===== src/rtl/uart_tx_arbiter_pkg.sv =====
// uart_tx_arbiter_pkg: word layout and FSM encoding for the uart word channel.
// Shared by uart_tx_arbiter and the uart_demux decoder.
package uart_tx_arbiter_pkg;

  localparam int WORD_W = 16;
  localparam int TAG_W  = 4;
  localparam int PAY_W  = WORD_W - TAG_W;

  localparam int TAG_HI = WORD_W - 1;
  localparam int TAG_LO = PAY_W;
  localparam int PAY_HI = PAY_W - 1;
  localparam int PAY_LO = 0;

  localparam logic [TAG_W-1:0] CHK_TAG = 4'hF;

  typedef enum logic [1:0] {
    ST_IDLE,
    ST_SEND,
    ST_GAP,
    ST_CHK
  } arb_state_e;

  function automatic logic [TAG_W-1:0] word_tag(
    input logic [WORD_W-1:0] w
  );
    return w[TAG_HI:TAG_LO];
  endfunction

  function automatic logic [PAY_W-1:0] word_pay(
    input logic [WORD_W-1:0] w
  );
    return w[PAY_HI:PAY_LO];
  endfunction

endpackage


===== src/rtl/uart_tx_arbiter_if.sv =====
// uart_tx_arbiter_if: producer request bus plus the 16-bit uart word channel.
// slave = arbiter side, master = producers/uart side.
interface uart_tx_arbiter_if #(
  parameter int N_REQ     = 4,
  parameter int PAYLOAD_W = 12
);

  logic [N_REQ-1:0]           req_valid;
  logic [N_REQ*PAYLOAD_W-1:0] req_data;
  logic [N_REQ-1:0]           req_ready;
  logic [15:0]                out_data;
  logic                       out_valid;
  logic                       out_ready;
  logic                       busy;

  modport master (
    output req_valid,
    output req_data,
    output out_ready,
    input  req_ready,
    input  out_data,
    input  out_valid,
    input  busy
  );

  modport slave (
    input  req_valid,
    input  req_data,
    input  out_ready,
    output req_ready,
    output out_data,
    output out_valid,
    output busy
  );

endinterface


===== src/rtl/uart_tx_arbiter_rr_pick.sv =====
// uart_tx_arbiter_rr_pick: combinational cyclic first-set finder.
// Returns the first set bit of mask at or after start, wrapping at W.
module uart_tx_arbiter_rr_pick #(
  parameter int W  = 3,
  parameter int IW = 4
) (
  input  logic [W-1:0]  mask,
  input  logic [IW-1:0] start,
  output logic [IW-1:0] idx,
  output logic          found
);

  // descending scan so the candidate nearest to start is written last
  always_comb begin
    idx   = '0;
    found = 1'b0;
    for (int k = W - 1; k >= 0; k--) begin
      int i;
      i = (int'(start) + k) % W;
      if (mask[i]) begin
        idx   = IW'(i);
        found = 1'b1;
      end
    end
  end

endmodule


===== src/rtl/uart_tx_arbiter.sv =====
// uart_tx_arbiter: tags and serialises producer words onto the uart channel.
// Optional checksum words enabled by `define UART_ARB_CHECKSUM_EN.
module uart_tx_arbiter
  import uart_tx_arbiter_pkg::*;
#(
  parameter int N_REQ      = 4,
  parameter int PAYLOAD_W  = 12,
`ifdef UART_ARB_CHECKSUM_EN
  parameter int CHK_PERIOD = 8,
`endif
  parameter int GAP_CYCLES = 16
) (
  input logic clk,
  input logic rst,
  uart_tx_arbiter_if.slave bus
);

  localparam int TW = WORD_W - PAYLOAD_W;
  localparam int GW = (GAP_CYCLES > 0) ? $clog2(GAP_CYCLES + 1) : 1;

  localparam logic [GW-1:0] GAP_LD   = GW'(GAP_CYCLES);
  localparam logic [TW-1:0] RR_FIRST = TW'(1);
  localparam logic [TW-1:0] RR_LAST  = TW'(N_REQ - 1);

  arb_state_e state_q, state_d;
  arb_state_e post_gap;

  logic [TW-1:0]        rr_q, rr_d;
  logic [GW-1:0]        gap_q, gap_d;
  logic [WORD_W-1:0]    word_q, word_d;

  logic [TW-1:0]        pick_start;
  logic [TW-1:0]        pick_idx;
  logic                 pick_found;
  logic [TW-1:0]        win;
  logic                 win_v;
  logic [PAYLOAD_W-1:0] win_pay;
  logic                 xfer;

  assign pick_start = rr_q - 1'b1;

  uart_tx_arbiter_rr_pick #(
    .W  (N_REQ - 1),
    .IW (TW)
  ) u_pick (
    .mask  (bus.req_valid[N_REQ-1:1]),
    .start (pick_start),
    .idx   (pick_idx),
    .found (pick_found)
  );

  // requester 0 overrides the rotating pick
  always_comb begin
    win   = pick_idx + 1'b1;
    win_v = pick_found;
    if (bus.req_valid[0]) begin
      win   = '0;
      win_v = 1'b1;
    end
  end

  assign win_pay = bus.req_data[win*PAYLOAD_W +: PAYLOAD_W];
  assign xfer    = bus.out_valid & bus.out_ready;

`ifdef UART_ARB_CHECKSUM_EN
  localparam int CW = $clog2(CHK_PERIOD + 1);
  localparam logic [CW-1:0] CHK_N = CW'(CHK_PERIOD);

  logic [PAYLOAD_W-1:0] acc_q, acc_d;
  logic [CW-1:0]        cnt_q, cnt_d;
  logic                 chk_due;

  // fold accepted data payloads; clear once the checksum word goes out
  always_comb begin
    acc_d = acc_q;
    cnt_d = cnt_q;
    if (xfer && state_q == ST_SEND) begin
      acc_d = acc_q ^ word_q[PAYLOAD_W-1:0];
      cnt_d = cnt_q + 1'b1;
    end else if (xfer && state_q == ST_CHK) begin
      acc_d = '0;
      cnt_d = '0;
    end
  end

  assign chk_due  = (cnt_d == CHK_N);
  assign post_gap = chk_due ? ST_CHK : ST_IDLE;

  // checksum accumulator and word counter
  always_ff @(posedge clk) begin
    if (rst) begin
      acc_q <= '0;
      cnt_q <= '0;
    end else begin
      acc_q <= acc_d;
      cnt_q <= cnt_d;
    end
  end
`else
  assign post_gap = ST_IDLE;
`endif

  // next state, rotation pointer, gap counter and output word
  always_comb begin
    state_d = state_q;
    rr_d    = rr_q;
    gap_d   = gap_q;
    word_d  = word_q;
    unique case (state_q)
      ST_IDLE: begin
        if (win_v) begin
          state_d = ST_SEND;
          word_d  = {win, win_pay};
          if (win != '0) begin
            rr_d = (win == RR_LAST) ? RR_FIRST : win + 1'b1;
          end
        end
      end
      ST_SEND, ST_CHK: begin
        if (xfer) begin
          gap_d   = GAP_LD;
          state_d = (GAP_CYCLES == 0) ? post_gap : ST_GAP;
        end
      end
      ST_GAP: begin
        if (gap_q != '0) begin
          gap_d = gap_q - 1'b1;
        end
        if (gap_q <= GW'(1)) begin
          state_d = post_gap;
        end
      end
      default: state_d = ST_IDLE;
    endcase
`ifdef UART_ARB_CHECKSUM_EN
    if (state_d == ST_CHK && state_q != ST_CHK) begin
      word_d = {TW'(CHK_TAG), acc_d};
    end
`endif
  end

  // state register and datapath
  always_ff @(posedge clk) begin
    if (rst) begin
      state_q <= ST_IDLE;
      rr_q    <= RR_FIRST;
      gap_q   <= '0;
      word_q  <= '0;
    end else begin
      state_q <= state_d;
      rr_q    <= rr_d;
      gap_q   <= gap_d;
      word_q  <= word_d;
    end
  end

  // grant pulse and valid decode from the current state
  always_comb begin
    bus.req_ready = '0;
    bus.out_valid = 1'b0;
    if (state_q == ST_IDLE && win_v) begin
      bus.req_ready = N_REQ'(1) << win;
    end
    if (state_q == ST_SEND || state_q == ST_CHK) begin
      bus.out_valid = 1'b1;
    end
  end

  assign bus.out_data = word_q;
  assign bus.busy     = (state_q != ST_IDLE);

endmodule


===== src/flat_wrapper.sv =====
// flat-port wrapper written by rule: the top's interface ports become plain ports
module uart_tx_arbiter_flat import uart_tx_arbiter_pkg::*;
#(
  parameter int N_REQ      = 4,
  parameter int PAYLOAD_W  = 12,

  parameter int GAP_CYCLES = 16
)
  (clk, rst, bus_req_valid, bus_req_data, bus_out_ready, bus_req_ready, bus_out_data, bus_out_valid, bus_busy);
  uart_tx_arbiter_if #(.N_REQ(N_REQ), .PAYLOAD_W(PAYLOAD_W)) bus_i ();
  input logic clk;
  input logic rst;
  input wire logic [$bits(bus_i.req_valid)-1:0] bus_req_valid;
  input wire logic [$bits(bus_i.req_data)-1:0] bus_req_data;
  input wire logic [$bits(bus_i.out_ready)-1:0] bus_out_ready;
  output wire logic [$bits(bus_i.req_ready)-1:0] bus_req_ready;
  output wire logic [$bits(bus_i.out_data)-1:0] bus_out_data;
  output wire logic [$bits(bus_i.out_valid)-1:0] bus_out_valid;
  output wire logic [$bits(bus_i.busy)-1:0] bus_busy;
  assign bus_i.req_valid = bus_req_valid;
  assign bus_i.req_data = bus_req_data;
  assign bus_i.out_ready = bus_out_ready;
  assign bus_req_ready = bus_i.req_ready;
  assign bus_out_data = bus_i.out_data;
  assign bus_out_valid = bus_i.out_valid;
  assign bus_busy = bus_i.busy;
  uart_tx_arbiter #(.N_REQ(N_REQ), .PAYLOAD_W(PAYLOAD_W), .GAP_CYCLES(GAP_CYCLES)) u_core (.clk(clk), .rst(rst), .bus(bus_i));
endmodule

===== config.mk =====
export PLATFORM = sky130hd
export DESIGN_NAME = uart_tx_arbiter_flat
export DESIGN_NICKNAME = d
export VERILOG_FILES = /design/src/rtl/uart_tx_arbiter_pkg.sv /design/src/rtl/uart_tx_arbiter_if.sv /design/src/rtl/uart_tx_arbiter_rr_pick.sv /design/src/rtl/uart_tx_arbiter.sv /design/src/flat_wrapper.sv
export SDC_FILE = /design/constraint.sdc
export NUM_CORES = 1
export LEC_CHECK = 0
export CAP_MARGIN = 20
export CORE_AREA = 8 8 101 103
export CTS_CLUSTER_DIAMETER = 200
export CTS_CLUSTER_SIZE = 10
export DETAILED_ROUTE_END_ITERATION = 8
export DIE_AREA = 0 0 109 111
export HOLD_SLACK_MARGIN = 0.06
export PLACE_DENSITY_LB_ADDON = 0.3
export RECOVER_POWER = 100
export SYNTH_ARGS = -nofsm -noshare
export SYNTH_HDL_FRONTEND = slang
export SYNTH_SLANG_ARGS = --single-unit

===== constraint.sdc =====
create_clock -name clk -period 7.9 [get_ports clk]
set_input_delay 0.79 -clock clk [delete_from_list [all_inputs] [get_ports clk]]
set_output_delay 0.79 -clock clk [all_outputs]
set_load 0.03 [all_outputs]

==> key figures <==
Cells and area
  – Layout Cells excl Fill: 652
  – Synth-to-layout area growth: 29.2%
  – Fill cell count: 728
  – Design Area, Final: 0.00484 mm^2
  – Inserted Diodes: 0
  – Layout cells sized above 1: 17.5%
  – Nets@finish: 626

STA
  – Slew headroom: 50.5%
  – Max Slew Vio Count: 0
  – Final setup viols: 0
  – Achievable Freq: 0.133 GHz
  – Final Critical Period: 7.54 ns
  – Worst-Margin Slew: 0.738 ns
  – Worst Slack Setup Final: 0.364 ns
  – Final period util: 95.4%
  – Clk_skew: 0.00421 ns
  – Setup_tns: 0 ns
  – Hold Vio Cnt, Final: 0

Placed design
  – Placed Instances: 642
  – HPWL Detailed: 9.17 mm
  – Setup WS pre-CTS: 0.0292 ns
  – Port Buf Inserts: 76
  – GPL Wtd Cong: 0.895
  – DP Area: 0.00467 mm^2

Drt
  – Final ANT Viol Nets: 0
  – Vias per std cell: 6.30
  – DRT iter0 DRCs: 284
  – Post-Route WL: 11.6 mm
  – Drt drc: 0
  – DR pass1 iterations: 5
  – Vias: 4107
  – Wire per inst: 17.7 um

Setup path
  – CP required: 7.11 ns
  – Crit path kind: flip-flop to output port
  – Crit path capture type: output port
  – Critical-path maximum fanout: 9
  – Max incr delay on CP: 0.39 ns
  – CP arrival: 6.75 ns
  – Crit path top cell by count: buf_4
  – Type of origin of the critical path: flip-flop
  – Slowest cell on crit path: or3_1

Global route
  – First-pass GRT wire length: 18.7 mm
  – Overall routing resource usage: 18.2%
  – Initial antenna violation count: 0
  – Global route total overflow: 0
  – Vias in the first global route: 4041
  – Maximum number of pins on one net before global-route repair: 33

Pwr
  – PwrDens: 483 mW/mm^2
  – PnR Total Power: 2.34 mW
  – Worst VDD drop: 0.320 mV
  – Leakage: 1.90 nW

Synth
  – Netlist cell types: 89
  – Async SR Flop Fraction: 0%
  – Register area share after synthesis: 14.4%
  – Syn Area/Cell: 7.91 um^2
  – Cell area after synthesis: 0.00375 mm^2
  – Synth area leaders: dfxtp_1 (14%), ha_1 (8.7%), mux4_2 (7.2%), nor2_1 (3.8%), a21oi_1 (3.5%)
  – Post-synth top area share: 14.4%
  – Post-synth EDFFs: 0
  – Syn nets: 555
  – Gate Count Post-Synth: 474
  – Largest area contributor in the netlist: dfxtp_1
  – Yosys reg bits: 27
  – Commonest cells in the netlist: nor2_1 (38), nand2_1 (33), dfxtp_1 (27)
  – Commonest register cell after synthesis: dfxtp_1
  – Synth warn: 0
  – Most common cell in the synthesized netlist: nor2_1

CTS
  – CTS tree: yes
  – Clock buffer depth: 2
  – CTS clk-pin slew, worst paths: 0.09 ns
  – H-tree depth: 1
  – Clock latency on the worst-skew pair: 0.27 ns
  – Clock sink total: 27
  – CTS Buf Count: 3
  – Clock root cell: clkbuf_8

Die
  – Site Rows: 34
  – Die Width: 109 um
  – Total core area: 0.00855 mm^2
  – Initial Util: 43.8%
  – Die H: 111 um
  – Io pins: 77
  – Die area: 0.0121 mm^2

Job
  – Max cap viols: 0

Run status
  – Status: completed

Min path
  – Min-delay worst type: flip-flop to flip-flop
## layer usage
metal | vias to the layer above | wire, um | share of wire (%) | GRT usage, %
met2 | 195 | 5620 | 49 | 31.0
met1 | 1931 | 4870 | 42 | 21.9
met5 | - | 0 | 0 | 0
met3 | 26 | 824 | 7.1 | 3.84
met4 | 0 | 255 | 2.2 | 5.75
li1 | 1955 | - | - | -
## flip-flops by register name, summed over array words and instances (netlist names)
| signal | flops |
|---|---|
| u_core.state_q | 2 |
| u_core.bus.out_data | 16 |
| u_core.rr_q | 4 |
| u_core.gap_q | 5 |
## placed cells by master, fill, tap and decap left out, types with 7 or more instances in the layout
cell | Yosys | layout
buf_4 | 2 | 21
ha_1 | 26 | 22
nand2b_1 | 13 | 11
dfxtp_1 | 27 | 26
nand3_1 | 14 | 14
clkdlybuf4s50_1 | 0 | 52
nand2_1 | 33 | 32
o21ai_0 | 21 | 20
a21oi_1 | 26 | 26
mux4_2 | 12 | 12
inv_1 | 23 | 21
or2_2 | 8 | 7
dlygate4sd3_1 | 0 | 20
a22o_1 | 12 | 12
mux2i_1 | 9 | 9
nor2_1 | 38 | 38
xnor2_1 | 9 | 8
nor3_1 | 23 | 19
## worst paths after layout
kind                                 from                 endpoint  slack (ns)  depth (start not counted)
hold / removal    u_core.bus.out_data[12]  u_core.bus.out_data[12]        0.46                          2
hold reg to reg   u_core.bus.out_data[12]  u_core.bus.out_data[12]        0.46                          2
setup / recovery           u_core.rr_q[1]         bus_req_ready[1]        0.36                         37
setup reg to reg           u_core.rr_q[1]           u_core.rr_q[0]        0.92                         38
## cells by family after synthesis
logic type,after synthesis,synth area share (%)
flip-flops,27,14.4
AND/OR/NAND/NOR,180,25.9
XOR/XNOR,13,3.74
adder cells (fa/ha/maj),26,8.68
multiplexers,24,10.8
AO/OA/AOI/OAI,149,29.8
buffers and inverters,55,6.64
## metrics by stage
step,hold WS [ns],utilization (%)
after floorplan,0.450,-
after global placement,0.449,54.6
after detailed placement,0.449,54.6
after CTS,0.464,55.5
after global routing,0.501,56.6
final,0.459,56.6
## layout make-up
cell class / instances / area (um^2) / share of cell area (%)
well taps: 108 / 135 / 2.79
clock buffers: 3 / 41.3 / 0.853
multi-input cells: 392 / 3120 / 64.5
repair buffers: 94 / 882 / 18.2
inverters: 27 / 114 / 2.35
flip-flops and latches: 27 / 542 / 11.2
clock inverters: 1 / 5.00 / 0.103
## report_power, final
group	switching [mW]	internal (mW)	leakage, nW	total [mW]
Sequential	0.0265	0.175	0.221	0.202
Combinational	1.18	0.877	1.66	2.06
Clock	0.0431	0.0354	0.0255	0.0785
## worst max-delay path: cells and delay by family, from the launching register on
family	cells	cell delay (ns)
AO/OA/AOI/OAI	8	1.14
flip-flops	1	0.34
multiplexers	1	0.17
adder cells (fa/ha/maj)	6	1.35
AND/OR/NAND/NOR	12	1.91
buffers and inverters	8	1.20
XOR/XNOR	2	0.34
## repair_timing
item,CTS,global route
resized for setup,1,14
cloned,0,0
pin swaps,0,3
hold buffers,0,0
setup endpoints to repair,4,5
buffers inserted,3,3
Power figures use the tool's default switching activity.
